<file path="config.mk">
export PLATFORM = sky130hd
export DESIGN_NAME = video_compositor_flat
export DESIGN_NICKNAME = d
export VERILOG_FILES = /design/src/rtl/video_compositor_if.sv /design/src/rtl/video_compositor.sv /design/src/flat_wrapper.sv
export SDC_FILE = /design/constraint.sdc
export NUM_CORES = 1
export LEC_CHECK = 0
export CAP_MARGIN = 0
export CORE_MARGIN = 1.5
export CORE_UTILIZATION = 36
export CTS_CLUSTER_DIAMETER = 120
export DETAILED_ROUTE_END_ITERATION = 12
export PLACE_DENSITY_LB_ADDON = 0.05
export SYNTH_ARGS = -nofsm -noshare
export SYNTH_HDL_FRONTEND = slang
export SYNTH_SLANG_ARGS = --single-unit
</file>
<file path="constraint.sdc">
create_clock -name clk -period 2.4 [get_ports clk]
set_input_delay 0.6 -clock clk [delete_from_list [all_inputs] [get_ports clk]]
set_output_delay 0.6 -clock clk [all_outputs]
set_load 0.02 [all_outputs]
</file>
<file path="src/rtl/video_compositor_if.sv">
// video_compositor_if: layer colours, VGA timing and hit pulse in; DAC pins and status out
// master: upstream side (VGA controller, layers, game logic) drives the inputs
// slave : the compositor, drives vga_r/g/b, vga_hs/vs, frame_tick, flash_active
interface video_compositor_if;
  logic        h_sync_i;
  logic        v_sync_i;
  logic        disp_ena_i;
  logic [11:0] stars_rgb;
  logic        stars_draw;
  logic [11:0] ast_rgb;
  logic        ast_draw;
  logic [11:0] ship_rgb;
  logic        ship_draw;
  logic        hit_i;
  logic [3:0]  vga_r;
  logic [3:0]  vga_g;
  logic [3:0]  vga_b;
  logic        vga_hs;
  logic        vga_vs;
  logic        frame_tick;
  logic        flash_active;
  modport master (
    output h_sync_i, v_sync_i, disp_ena_i, stars_rgb, stars_draw, ast_rgb, ast_draw,
           ship_rgb, ship_draw, hit_i,
    input  vga_r, vga_g, vga_b, vga_hs, vga_vs, frame_tick, flash_active
  );
  modport slave (
    input  h_sync_i, v_sync_i, disp_ena_i, stars_rgb, stars_draw, ast_rgb, ast_draw,
           ship_rgb, ship_draw, hit_i,
    output vga_r, vga_g, vga_b, vga_hs, vga_vs, frame_tick, flash_active
  );
endinterface

</file>
<file path="src/rtl/video_compositor.sv">
// video_compositor: fixed-priority layer merge, blanking, sync re-timing, frame tick, hit flash
// clk, reset : pixel clock, synchronous active-high reset
// bus        : video_compositor_if.slave (syncs/enable/layers/hit in, DAC/status out)
// Optional build macro VIDEO_COMPOSITOR_FLASH_EN adds the hit-flash FSM; without it
// hit_i is ignored and flash_active is tied low.
module video_compositor #(
  parameter int          LAYER_LAT    = 1,
  parameter int          FLASH_FRAMES = 8,
  parameter logic [11:0] BG_RGB       = 12'h000
) (
  input logic               clk,
  input logic               reset,
  video_compositor_if.slave bus
);
  // each stage holds {h_sync, v_sync, disp_ena}; syncs idle high, enable idle low
  logic [LAYER_LAT-1:0][2:0] r_dl;
  logic                      r_hs;
  logic                      r_vs;
  logic [11:0]               r_rgb;
  logic                      r_vs_prev;
  logic                      r_tick;
  logic [2:0]                w_dl_out;
  logic [11:0]               w_pick;
  logic                      w_white;
  assign w_dl_out = r_dl[LAYER_LAT-1];
  always_comb w_pick = bus.ship_draw  ? bus.ship_rgb  :
                       bus.ast_draw   ? bus.ast_rgb   :
                       bus.stars_draw ? bus.stars_rgb : BG_RGB;
  always_ff @(posedge clk) begin
    if (reset) begin
      r_dl      <= {LAYER_LAT{3'b110}};
      r_hs      <= 1'b1;
      r_vs      <= 1'b1;
      r_rgb     <= 12'h000;
      r_vs_prev <= 1'b1;
      r_tick    <= 1'b0;
    end else begin
      r_dl[0] <= {bus.h_sync_i, bus.v_sync_i, bus.disp_ena_i};
      for (int k = 1; k < LAYER_LAT; k++) r_dl[k] <= r_dl[k-1];
      r_hs      <= w_dl_out[2];
      r_vs      <= w_dl_out[1];
      // blanking beats the flash, the flash beats the layers
      r_rgb     <= !w_dl_out[0] ? 12'h000 : w_white ? 12'hFFF : w_pick;
      r_vs_prev <= bus.v_sync_i;
      r_tick    <= r_vs_prev & ~bus.v_sync_i;
    end
  end
  assign bus.vga_r      = r_rgb[11:8];
  assign bus.vga_g      = r_rgb[7:4];
  assign bus.vga_b      = r_rgb[3:0];
  assign bus.vga_hs     = r_hs;
  assign bus.vga_vs     = r_vs;
  assign bus.frame_tick = r_tick;
`ifdef VIDEO_COMPOSITOR_FLASH_EN
  typedef enum logic {IDLE, FLASH} state_t;
  state_t     r_state;
  logic [7:0] r_fcnt;
  logic       r_flash;
  // a hit always restarts the flash, so a tick in the same cycle is dropped
  always_ff @(posedge clk) begin
    if (reset) begin
      r_state <= IDLE;
      r_fcnt  <= 8'd0;
      r_flash <= 1'b0;
    end else if (bus.hit_i) begin
      r_state <= FLASH;
      r_fcnt  <= 8'd0;
      r_flash <= 1'b1;
    end else if (r_state == FLASH && r_tick) begin
      if (r_fcnt == 8'(FLASH_FRAMES - 1)) begin
        r_state <= IDLE;
        r_fcnt  <= 8'd0;
        r_flash <= 1'b0;
      end else begin
        r_fcnt <= r_fcnt + 8'd1;
      end
    end
  end
  // even frames of a flash are white, odd frames show the normal picture
  assign w_white          = r_state == FLASH && !r_fcnt[0];
  assign bus.flash_active = r_flash;
`else
  logic       w_unused_hit;
  logic [7:0] w_unused_frames;
  assign w_unused_hit     = bus.hit_i;
  assign w_unused_frames  = 8'(FLASH_FRAMES);
  assign w_white          = 1'b0;
  assign bus.flash_active = 1'b0;
`endif
endmodule

</file>
<file path="src/flat_wrapper.sv">
// flat-port wrapper written by rule: the top's interface ports become plain ports
module video_compositor_flat 
#(
  parameter int          LAYER_LAT    = 1,
  parameter int          FLASH_FRAMES = 8,
  parameter logic [11:0] BG_RGB       = 12'h000
)
  (clk, reset, bus_h_sync_i, bus_v_sync_i, bus_disp_ena_i, bus_stars_rgb, bus_stars_draw, bus_ast_rgb, bus_ast_draw, bus_ship_rgb, bus_ship_draw, bus_hit_i, bus_vga_r, bus_vga_g, bus_vga_b, bus_vga_hs, bus_vga_vs, bus_frame_tick, bus_flash_active);
  video_compositor_if bus_i ();
  input logic clk;
  input logic reset;
  input wire logic [$bits(bus_i.h_sync_i)-1:0] bus_h_sync_i;
  input wire logic [$bits(bus_i.v_sync_i)-1:0] bus_v_sync_i;
  input wire logic [$bits(bus_i.disp_ena_i)-1:0] bus_disp_ena_i;
  input wire logic [$bits(bus_i.stars_rgb)-1:0] bus_stars_rgb;
  input wire logic [$bits(bus_i.stars_draw)-1:0] bus_stars_draw;
  input wire logic [$bits(bus_i.ast_rgb)-1:0] bus_ast_rgb;
  input wire logic [$bits(bus_i.ast_draw)-1:0] bus_ast_draw;
  input wire logic [$bits(bus_i.ship_rgb)-1:0] bus_ship_rgb;
  input wire logic [$bits(bus_i.ship_draw)-1:0] bus_ship_draw;
  input wire logic [$bits(bus_i.hit_i)-1:0] bus_hit_i;
  output wire logic [$bits(bus_i.vga_r)-1:0] bus_vga_r;
  output wire logic [$bits(bus_i.vga_g)-1:0] bus_vga_g;
  output wire logic [$bits(bus_i.vga_b)-1:0] bus_vga_b;
  output wire logic [$bits(bus_i.vga_hs)-1:0] bus_vga_hs;
  output wire logic [$bits(bus_i.vga_vs)-1:0] bus_vga_vs;
  output wire logic [$bits(bus_i.frame_tick)-1:0] bus_frame_tick;
  output wire logic [$bits(bus_i.flash_active)-1:0] bus_flash_active;
  assign bus_i.h_sync_i = bus_h_sync_i;
  assign bus_i.v_sync_i = bus_v_sync_i;
  assign bus_i.disp_ena_i = bus_disp_ena_i;
  assign bus_i.stars_rgb = bus_stars_rgb;
  assign bus_i.stars_draw = bus_stars_draw;
  assign bus_i.ast_rgb = bus_ast_rgb;
  assign bus_i.ast_draw = bus_ast_draw;
  assign bus_i.ship_rgb = bus_ship_rgb;
  assign bus_i.ship_draw = bus_ship_draw;
  assign bus_i.hit_i = bus_hit_i;
  assign bus_vga_r = bus_i.vga_r;
  assign bus_vga_g = bus_i.vga_g;
  assign bus_vga_b = bus_i.vga_b;
  assign bus_vga_hs = bus_i.vga_hs;
  assign bus_vga_vs = bus_i.vga_vs;
  assign bus_frame_tick = bus_i.frame_tick;
  assign bus_flash_active = bus_i.flash_active;
  video_compositor #(.LAYER_LAT(LAYER_LAT), .FLASH_FRAMES(FLASH_FRAMES), .BG_RGB(BG_RGB)) u_core (.clk(clk), .reset(reset), .bus(bus_i));
endmodule
</file>
Word level (Yosys, flattened, before mapping). Cells that the tools add are included.

Output and inout port bits: 16. Register bits after elaboration: 19.

Reductions and logical operators: 1. Bitwise logic cells: 3. Mux-type cells: 3.

Operators with widths (number): $mux 12 (3); $not 1->1 (2); $reduce_or 2->1 (1); $and 1x1->1 (1).

Logic depth before layout (Yosys ltp). Gate-level depths: netlist (run 1).

Depth in word-level cells: 3. Gate-level depth with buffers: 3. Depth with buffers taken out: 2.

Least setup slack after synthesis (run 1). Ideal clock, no wire load.

Kind: in2reg. From: in reset. To: reg u_core.r_rgb[0]. Buffers on the path: 1. Required time: 2314 ps. Arrival time: 1085 ps. Cell stages on the path: 3. Path slack: 1229 ps. Path through: nand2b_1 > buf_6 > a221oi_2.

Longest elaborated chain between the ends: 1.

Ends and longest elaborated chain: start, declared (RTL line flat_wrapper.sv:11) `input logic reset;`; $reduce_or 2->1 (no source line); end signal, assigned (RTL line video_compositor.sv:43) `r_rgb <= !w_dl_out[0] ? 12'h000 : w_white ? 12'hFFF : w_pick;`; end, declared (RTL line video_compositor.sv:19) `logic [11:0] r_rgb;`.

Every way passes these cells. A chain may end at the register's enable or synchronous reset.

Final worst setup path (run 1).
From: reg u_core.r_tick (netlist: u_core.bus.frame_tick). To: out bus_frame_tick.

RTL lines: start, declared (RTL line video_compositor.sv:21) `logic r_tick;`; start signal, assigned (RTL line video_compositor.sv:45) `r_tick <= r_vs_prev & ~bus.v_sync_i;`; end, declared (RTL line flat_wrapper.sv:27) `output wire logic [$bits(bus_i.frame_tick)-1:0] bus_frame_tick;`.

No word-level cell between the ends.

==> results of run 1 <==
==> cells by family after synthesis <==
family / count (synthesis) / share of synthesized area
DFF: 18 / 0.430
AOI/OAI and AO/OA: 24 / 0.287
other: 1 / 0.00448
and+or+nand+nor: 19 / 0.157
buffers and inverters: 20 / 0.121
==> routing by layer <==
| layer | track usage | vias to the layer above | share of wire |
|---|---|---|---|
| met5 | 0 | - | 0 |
| met2 | 0.329 | 27 | 0.51 |
| met4 | 0.0789 | 0 | 0.0081 |
| met1 | 0.186 | 346 | 0.40 |
| met3 | 0.0497 | 2 | 0.073 |
| li1 | - | 400 | - |
==> worst paths after layout <==
path | to | slack [ps]
hold reg to reg | u_core.bus.vga_hs | 420
setup reg to reg | u_core.r_rgb[11] | 1300
setup / recovery | bus_frame_tick | 590
hold / removal | u_core.bus.vga_hs | 420
==> cell usage after synthesis (all sizes together) <==
master,number,area share
dfxtp,18,0.43
inv,13,0.058
a21oi,12,0.072
a221oi,12,0.22
nand3b,12,0.11
buf,7,0.063
or2,4,0.030
conb,1,0.0045
nand2b,1,0.0075
nor2,1,0.0045
nor2b,1,0.0075
==> area by class of cell <==
| type | count | area [um^2] |
|---|---|---|
| Fill cell | 194 | 774 |
| Sequential cell | 18 | 360 |
| Inverter | 13 | 48.8 |
| Tap cell | 28 | 35.0 |
| Timing Repair Buffer | 60 | 596 |
| Multi-Input combinational cell | 44 | 375 |
| Clock buffer | 3 | 22.5 |
==> layout by cell type (no fill, tap or decap) <==
cell type,netlist,final
clkbuf_4,0,3
a21oi_1,12,12
clkdlybuf4s50_1,0,58
a221oi_2,12,12
inv_1,13,13
buf_4,2,2
nand2b_1,1,1
nand3b_1,12,12
nor2_1,1,1
dfxtp_1,18,18
or2_2,4,4
conb_1,1,1
nor2b_1,1,1
==> per-stage QoR <==
stage	power, W	cells
floorplan	0.000384	82
global placement	0.000474	163
detailed placement	0.000477	163
CTS	0.000621	166
global route	0.000641	166
finish	0.000610	166
==> state kept, by name, summed over array words and instances (netlist names) <==
name / flops
u_core.bus.frame_tick: 1
u_core.bus.vga_hs: 1
u_core.bus.vga_vs: 1
u_core.r_dl: 3
u_core.r_rgb: 12
==> where the power goes <==
group	leakage, nW	internal [W]	switching [W]	total [W]
Combinational	0.404	0.0000954	0.0000609	0.000156
Sequential	0.147	0.000310	0.00000292	0.000313
Clock	0.0138	0.0000581	0.0000833	0.000141
Total	0.566	0.000463	0.000147	0.000610
==> results_dict.tcl, run 1 <==
set metrics [dict create \
    grt-ovfl-total 0 \
    grt_first_pass_wirelength_um 3420 \
    fin_setup_tns_ps 0 \
    dp_slack_ps 368 \
    vias_per_cell 4.67 \
    critical-path-max-stage-delay_ps 600 \
    dieArea_um2 2620 \
    critPathKind "reg -> out" \
    drt_iter0_markers 3 \
    die-width_um 51.2 \
    ys_warn_count 0 \
    fmax_ghz 0.553 \
    die_y_um 51.2 \
    clk_latency_ps 280 \
    hp-class "reg -> reg" \
    tightest_slew_ps 738 \
    hold_viol_final 0 \
    grt.total_usage 0.178 \
    synth_area_um2 837 \
    fin_hold_ws_ps 416 \
    drv_cap 0 \
    clk_pin_slew_ps 90 \
    n_antenna_cell 0 \
    dp.final_hpwl_um 1580 \
    synthDistinctLibCells 13 \
    period_needed_ps 1810 \
    syn_area_per_cell_um2 10.2 \
    initial_core_util 0.378 \
    crit_buf_inv 1 \
    cts_setup_buffers 0 \
    cts_hold_buf 0 \
    cts_tree "built" \
    reg2reg_depth 2 \
    slowest_stage "clkdlybuf4s50_1" \
    vias 775 \
    placed_area_um2 1420 \
    slew_headroom 0.508 \
    syn_nets 127 \
    critPathCaptureType "output port" \
    worstSetupStartpoint "u_core.bus.frame_tick" \
    setup_viol 0 \
    root_buffer "clkbuf_4" \
    fin_util 0.650 \
    grt_max_degree 25 \
    antenna_found_initial 0 \
    crit_family "buffers and inverters" \
    rsz0062_at_grt "false" \
    numPortBuffers 58 \
    grt_pass1_vias 788 \
    gp_congestion 0.665 \
    startpoint_type "flop" \
    drv_slew 0 \
    arrival_ps 1210 \
    cts-resized-gates 0 \
    status "completed" \
    core_region_area_um2 2210 \
    syn_inst 82 \
    synth-seq-cells 18 \
    crit_cells 1 \
    peakVddDrop_v 0.000283 \
    cts.sinks 18 \
    wl_per_cell_um 12.7 \
    drc 0 \
    syn_to_final_growth_pct 71.7 \
    whs_path_depth 1 \
    leakage_nw 0.566 \
    final.setup.worst_slack_ps 591 \
    cp_max_fo 1 \
    placementRows 17 \
    cp_cell_sequence "clkdlybuf4s50_1" \
    io_pins 61 \
    ys_seq_area_frac 0.430 \
    drt.antenna.violating_nets 0 \
    cts_max_level 1 \
    r2r-start "u_core.r_dl[0]" \
    final_layout_size_suffix_gt1_frac 0.152 \
    firstDrtPassIters 2 \
    p_per_area_nw_per_um2 425 \
    finalCritPeriodShare 0.754 \
    fin_nets 185 \
    cts_buffers 3 \
    cts.path.max_buffers 2 \
    cp.required_ps 1800 \
    routed_wl_um 2110 \
    skew_ps 0.420 \
    design_area_um2 1440 \
    hold_path.startpoint "u_core.r_dl[2]" \
]
(Power assumes the default switching activity.)
==> run 2: changes to the inputs <==
--- a/config.mk
+++ b/config.mk
@@ -7,7 +7,7 @@
 export LEC_CHECK = 0
 export CAP_MARGIN = 0
 export CORE_MARGIN = 1.5
-export CORE_UTILIZATION = 36
+export CORE_UTILIZATION = 30
 export CTS_CLUSTER_DIAMETER = 120
 export DETAILED_ROUTE_END_ITERATION = 12
 export PLACE_DENSITY_LB_ADDON = 0.05
==> constraint.sdc (replaced) <==
create_clock -name clk -period 1.6 [get_ports clk]
set_input_delay 0.4 -clock clk [delete_from_list [all_inputs] [get_ports clk]]
set_output_delay 0.4 -clock clk [all_outputs]
set_load 0.02 [all_outputs]
==> run 2 against run 1 <==
- flip-flop and latch count unchanged
- worst hold slack better by 7.5 ps
- cell area up 2.4%
- first-iteration DRC count up 67%
- highest routed layer unchanged
- critical path type unchanged
- setup slack worse by 330 ps
- core utilization down 7.6 points
- largest cell class unchanged
==> results_dict.tcl, run 2 (same netlist as run 1, synthesis figures left out) <==
set metrics [dict create \
    cts_setup_buffers 0 \
    die-width_um 55.8 \
    io_pins 61 \
    fillCellCount 240 \
    finalPower_w 0.000985 \
    vias_per_cell 4.59 \
    crit_buf_inv 1 \
    reg2reg_depth 3 \
    r2r-end "u_core.r_rgb[8]" \
    layout_commonest_cell "clkdlybuf4s50_1" \
    dieArea_um2 3120 \
    seqCellArea_um2 360 \
    multi_input_area_um2 375 \
    largest_register_ffs 12 \
    leakage_nw 0.650 \
    drt_iter0_markers 5 \
    fmax_ghz 0.746 \
    cts_max_level 1 \
    firstDrtPassIters 2 \
    drc 0 \
    reg_top3 "u_core.r_rgb: 12 flops, u_core.r_dl: 3 flops" \
    critPathKind "reg -> out" \
    period_needed_ps 1340 \
    cts.path.max_buffers 2 \
    largest-register "u_core.r_rgb" \
    numPortBuffers 58 \
    hold_viol_final 0 \
    skew_ps 1.21 \
    p_per_area_nw_per_um2 669 \
    whs_path_depth 2 \
    cts_buffers 3 \
    cp_cell_sequence "dlygate4sd2_1" \
    cp.required_ps 1200 \
    placementRows 18 \
    cts-resized-gates 15 \
    grt-ovfl-total 0 \
    clk_latency_ps 290 \
    dp.final_hpwl_um 1670 \
    gp_congestion 0.697 \
    peakVddDrop_v 0.000439 \
    clk_pin_slew_ps 110 \
    drt.antenna.violating_nets 0 \
    drv_slew 0 \
    mostFrequentLayoutCells "clkdlybuf4s50_1, dfxtp_1, dlygate4sd2_1" \
    fin_setup_tns_ps 0 \
    cts_tree "built" \
    drv_cap 0 \
    grt_max_degree 15 \
    routed_wl_um 2210 \
    rrSetupSlack_ps 770 \
    hp-class "reg -> reg" \
    finalCritPeriodShare 0.838 \
    cts.sinks 18 \
    setup_viol 0 \
    grt_first_pass_wirelength_um 3710 \
    crit_family "buffers and inverters" \
    n_antenna_cell 0 \
    slowest_stage "dlygate4sd2_1" \
    hold_path.startpoint "u_core.r_dl[1]" \
    rsz0062_at_grt "false" \
    grt.total_usage 0.151 \
    critical-path-max-stage-delay_ps 330 \
    root_buffer "clkbuf_4" \
    dp_slack_ps 91.0 \
    final.setup.worst_slack_ps 259 \
    r2r-start "u_core.r_dl[0]" \
    critPathCaptureType "output port" \
    fin_nets 190 \
    initial_core_util 0.326 \
    status "completed" \
    syn_to_final_growth_pct 75.9 \
    wl_per_cell_um 12.7 \
    final_layout_size_suffix_gt1_frac 0.188 \
    min_to "u_core.bus.frame_tick" \
    startpoint_type "flop" \
    arrival_ps 940 \
    cts_hold_buf 0 \
    antenna_found_initial 0 \
    cp_max_fo 1 \
    grt_pass1_vias 818 \
    vias 799 \
    die_y_um 55.8 \
    core_region_area_um2 2570 \
]
-- run 2: how the worst max path moves through the flow --
stage                               start               to  slack, ps  cells after the start
after floorplan                     reset  u_core.r_rgb[0]        630                      3
after global placement      bus_ship_draw  u_core.r_rgb[4]        130                      4
after detailed placement    bus_ship_draw  u_core.r_rgb[9]         90                      4
after CTS                 u_core.r_rgb[9]     bus_vga_r[1]        230                      1
after global routing      u_core.r_rgb[2]     bus_vga_b[2]        200                      1
final                     u_core.r_rgb[9]     bus_vga_r[1]        260                      1
-- run 2: per-layer routing --
metal	track usage	routed length (um)
met5	0	0
met4	0.0510	13
met3	0.0442	215
met2	0.270	1020
met1	0.169	966
-- run 2: cell type report --
cell class,count,share of cell area
timing repair buffer,65,0.417
clock buffer,4,0.0246
multi-input combinational,44,0.255
tap,30,0.0255
inverter,13,0.0331
sequential,18,0.245
-- run 2: power breakdown --
| group | internal, W | switching (W) | total, W |
|---|---|---|---|
| clock | 0.000138 | 0.000143 | 0.000281 |
| combinational | 0.000142 | 0.0000945 | 0.000236 |
| sequential | 0.000465 | 0.00000324 | 0.000468 |
-- run 2: metrics by stage --
stage | util | std cells | hold slack (ps) | cell area [um^2]
final | 0.574 | 174 | 424 | 1470
after global routing | 0.574 | 174 | 437 | 1470
after CTS | 0.574 | 174 | 427 | 1470
after detailed placement | 0.567 | 170 | 407 | 1460
after global placement | 0.567 | 170 | 392 | 1460
after floorplan | - | 82 | 389 | 837
==> run 3: changes to the inputs <==
==> constraint.sdc (replaced) <==
create_clock -name clk -period 1.1 [get_ports clk]
set_input_delay 0.275 -clock clk [delete_from_list [all_inputs] [get_ports clk]]
set_output_delay 0.275 -clock clk [all_outputs]
set_load 0.02 [all_outputs]
==> run 3 against run 2 <==
- sequential power is 46% higher
- clock skew is 5.1 ps higher
- critical path depth stayed put
- non-clock buffer count is 3 higher
- clock power is 49% higher
- clock-buffer cell count stayed put
- global-route usage is 0.31 points higher
- largest cell class unchanged
- via count is 5.3% higher
- power is 49% higher
- setup slack worse by 220 ps
- combinational power is 54% higher
- critical endpoint is now bus_vga_r[3]
==> results_dict.tcl, run 3 (same netlist as run 1, synthesis figures left out) <==
set metrics [dict create \
    clk_pin_slew_ps 110 \
    root_buffer "clkbuf_4" \
    firstDrtPassIters 4 \
    largest_register_ffs 12 \
    p_per_area_nw_per_um2 990 \
    syn_to_final_growth_pct 76.5 \
    vias 841 \
    initial_core_util 0.326 \
    r2r-end "u_core.r_rgb[6]" \
    cts.sinks 18 \
    n_antenna_cell 0 \
    dp.final_hpwl_um 1730 \
    drv_slew 0 \
    setup_viol 0 \
    cts_buffers 3 \
    startpoint_type "flop" \
    final.setup.worst_slack_ps 35.5 \
    mostFrequentLayoutCells "clkdlybuf4s50_1, dfxtp_1, buf_2" \
    largest-register "u_core.r_rgb" \
    critical-path-max-stage-delay_ps 340 \
    dieArea_um2 3120 \
    slowest_stage "dfxtp_1" \
    cts_max_level 1 \
    wl_per_cell_um 13.8 \
    clk_latency_ps 290 \
    grt_first_pass_wirelength_um 3840 \
    fin_nets 193 \
    drv_cap 0 \
    antenna_found_initial 0 \
    r2r-start "u_core.r_dl[0]" \
    status "completed" \
    reg_top3 "u_core.r_rgb: 12 flops, u_core.r_dl: 3 flops" \
    grt-ovfl-total 0 \
    die_y_um 55.8 \
    grt_max_degree 25 \
    layout_commonest_cell "clkdlybuf4s50_1" \
    final_layout_size_suffix_gt1_frac 0.306 \
    hold_viol_final 0 \
    drc 0 \
    whs_path_depth 1 \
    numPortBuffers 58 \
    fin_setup_tns_ps 0 \
    cp_cell_sequence "buf_2" \
    drt_iter0_markers 9 \
    placementRows 18 \
    hold_path.startpoint "u_core.r_dl[2]" \
    hp-class "reg -> reg" \
    crit_buf_inv 1 \
    fmax_ghz 0.939 \
    leakage_nw 0.663 \
    fin_hold_ws_ps 428 \
    cp.required_ps 820 \
    cp_max_fo 1 \
    critPathCaptureType "output port" \
    cts_hold_buf 0 \
    arrival_ps 790 \
    critPathKind "reg -> out" \
    finalCritPeriodShare 0.968 \
    core_region_area_um2 2570 \
    reg2reg_depth 3 \
    rrSetupSlack_ps 290 \
    grt_pass1_vias 886 \
    dp_slack_ps -294 \
    cts.path.max_buffers 2 \
    io_pins 61 \
    crit_family "flip-flops" \
    gp_congestion 0.691 \
    die-width_um 55.8 \
    peakVddDrop_v 0.000602 \
    period_needed_ps 1060 \
    routed_wl_um 2440 \
    grt.total_usage 0.154 \
    skew_ps 6.30 \
    min_to "u_core.bus.vga_hs" \
    finalPower_w 0.00146 \
    drt.antenna.violating_nets 0 \
    vias_per_cell 4.75 \
    rsz0062_at_grt "false" \
    cts_tree "built" \
]
## run 3: changes by cell type in the layout (fill, tap and decap cells not counted), sizes merged
cell | before | now
clkdlybuf4s50 | 43 | 41
dlygate4sd2 | 15 | 0
clkbuf | 4 | 5
buf | 7 | 24
dlymetal6s2s | 0 | 2
## run 3: area by class of cell
cell class              count  area, um^2
well taps                  30        37.5
fillers                   251        1090
clock buffers               4        36.3
flip-flops and latches     18         360
repair buffers             68         619
inverters                  13        48.8
multi-input cells          44         375
## run 3: worst max-delay path by stage
stage / cells after the start / from / slack (ps) / endpoint
2_1_floorplan: 3 / reset / 250 / u_core.r_rgb[0]
3_3_place_gp: 4 / bus_ship_draw / -240 / u_core.r_rgb[5]
3_5_place_dp: 4 / bus_ast_draw / -290 / u_core.r_rgb[1]
4_1_cts: 4 / bus_ast_draw / 20 / u_core.r_rgb[1]
5_1_grt: 4 / bus_stars_draw / 1 / u_core.r_rgb[6]
6_report: 1 / u_core.r_rgb[11] / 40 / bus_vga_r[3]
## run 3: where the power goes
group	internal, W	total [W]	leakage, nW	switching [W]
Combinational	0.000218	0.000364	0.495	0.000146
Clock	0.000201	0.000418	0.0210	0.000217
Sequential	0.000676	0.000681	0.147	0.00000507
Total	0.00110	0.00146	0.663	0.000368
## run 3: routing by layer
metal	wire length [um]	GRT usage
met1	1080	0.178
met2	1090	0.260
met3	227	0.0442
met4	38	0.0714
met5	0	0
## run 3: repair_timing
item,in CTS,in global routing
gates cloned,0,2
pin swaps,0,1
endpoints found under the setup margin,15,7
gates resized for setup,60,5
setup buffers,0,0
hold endpoints to repair,0,0
## run 3: stage by stage
step | std cells | instance area [um^2] | utilization
final | 177 | 1480 | 0.576
after global routing | 177 | 1480 | 0.576
after CTS | 175 | 1440 | 0.559
after detailed placement | 171 | 1480 | 0.575
after global placement | 171 | 1480 | 0.575
after floorplan | 82 | 837 | -
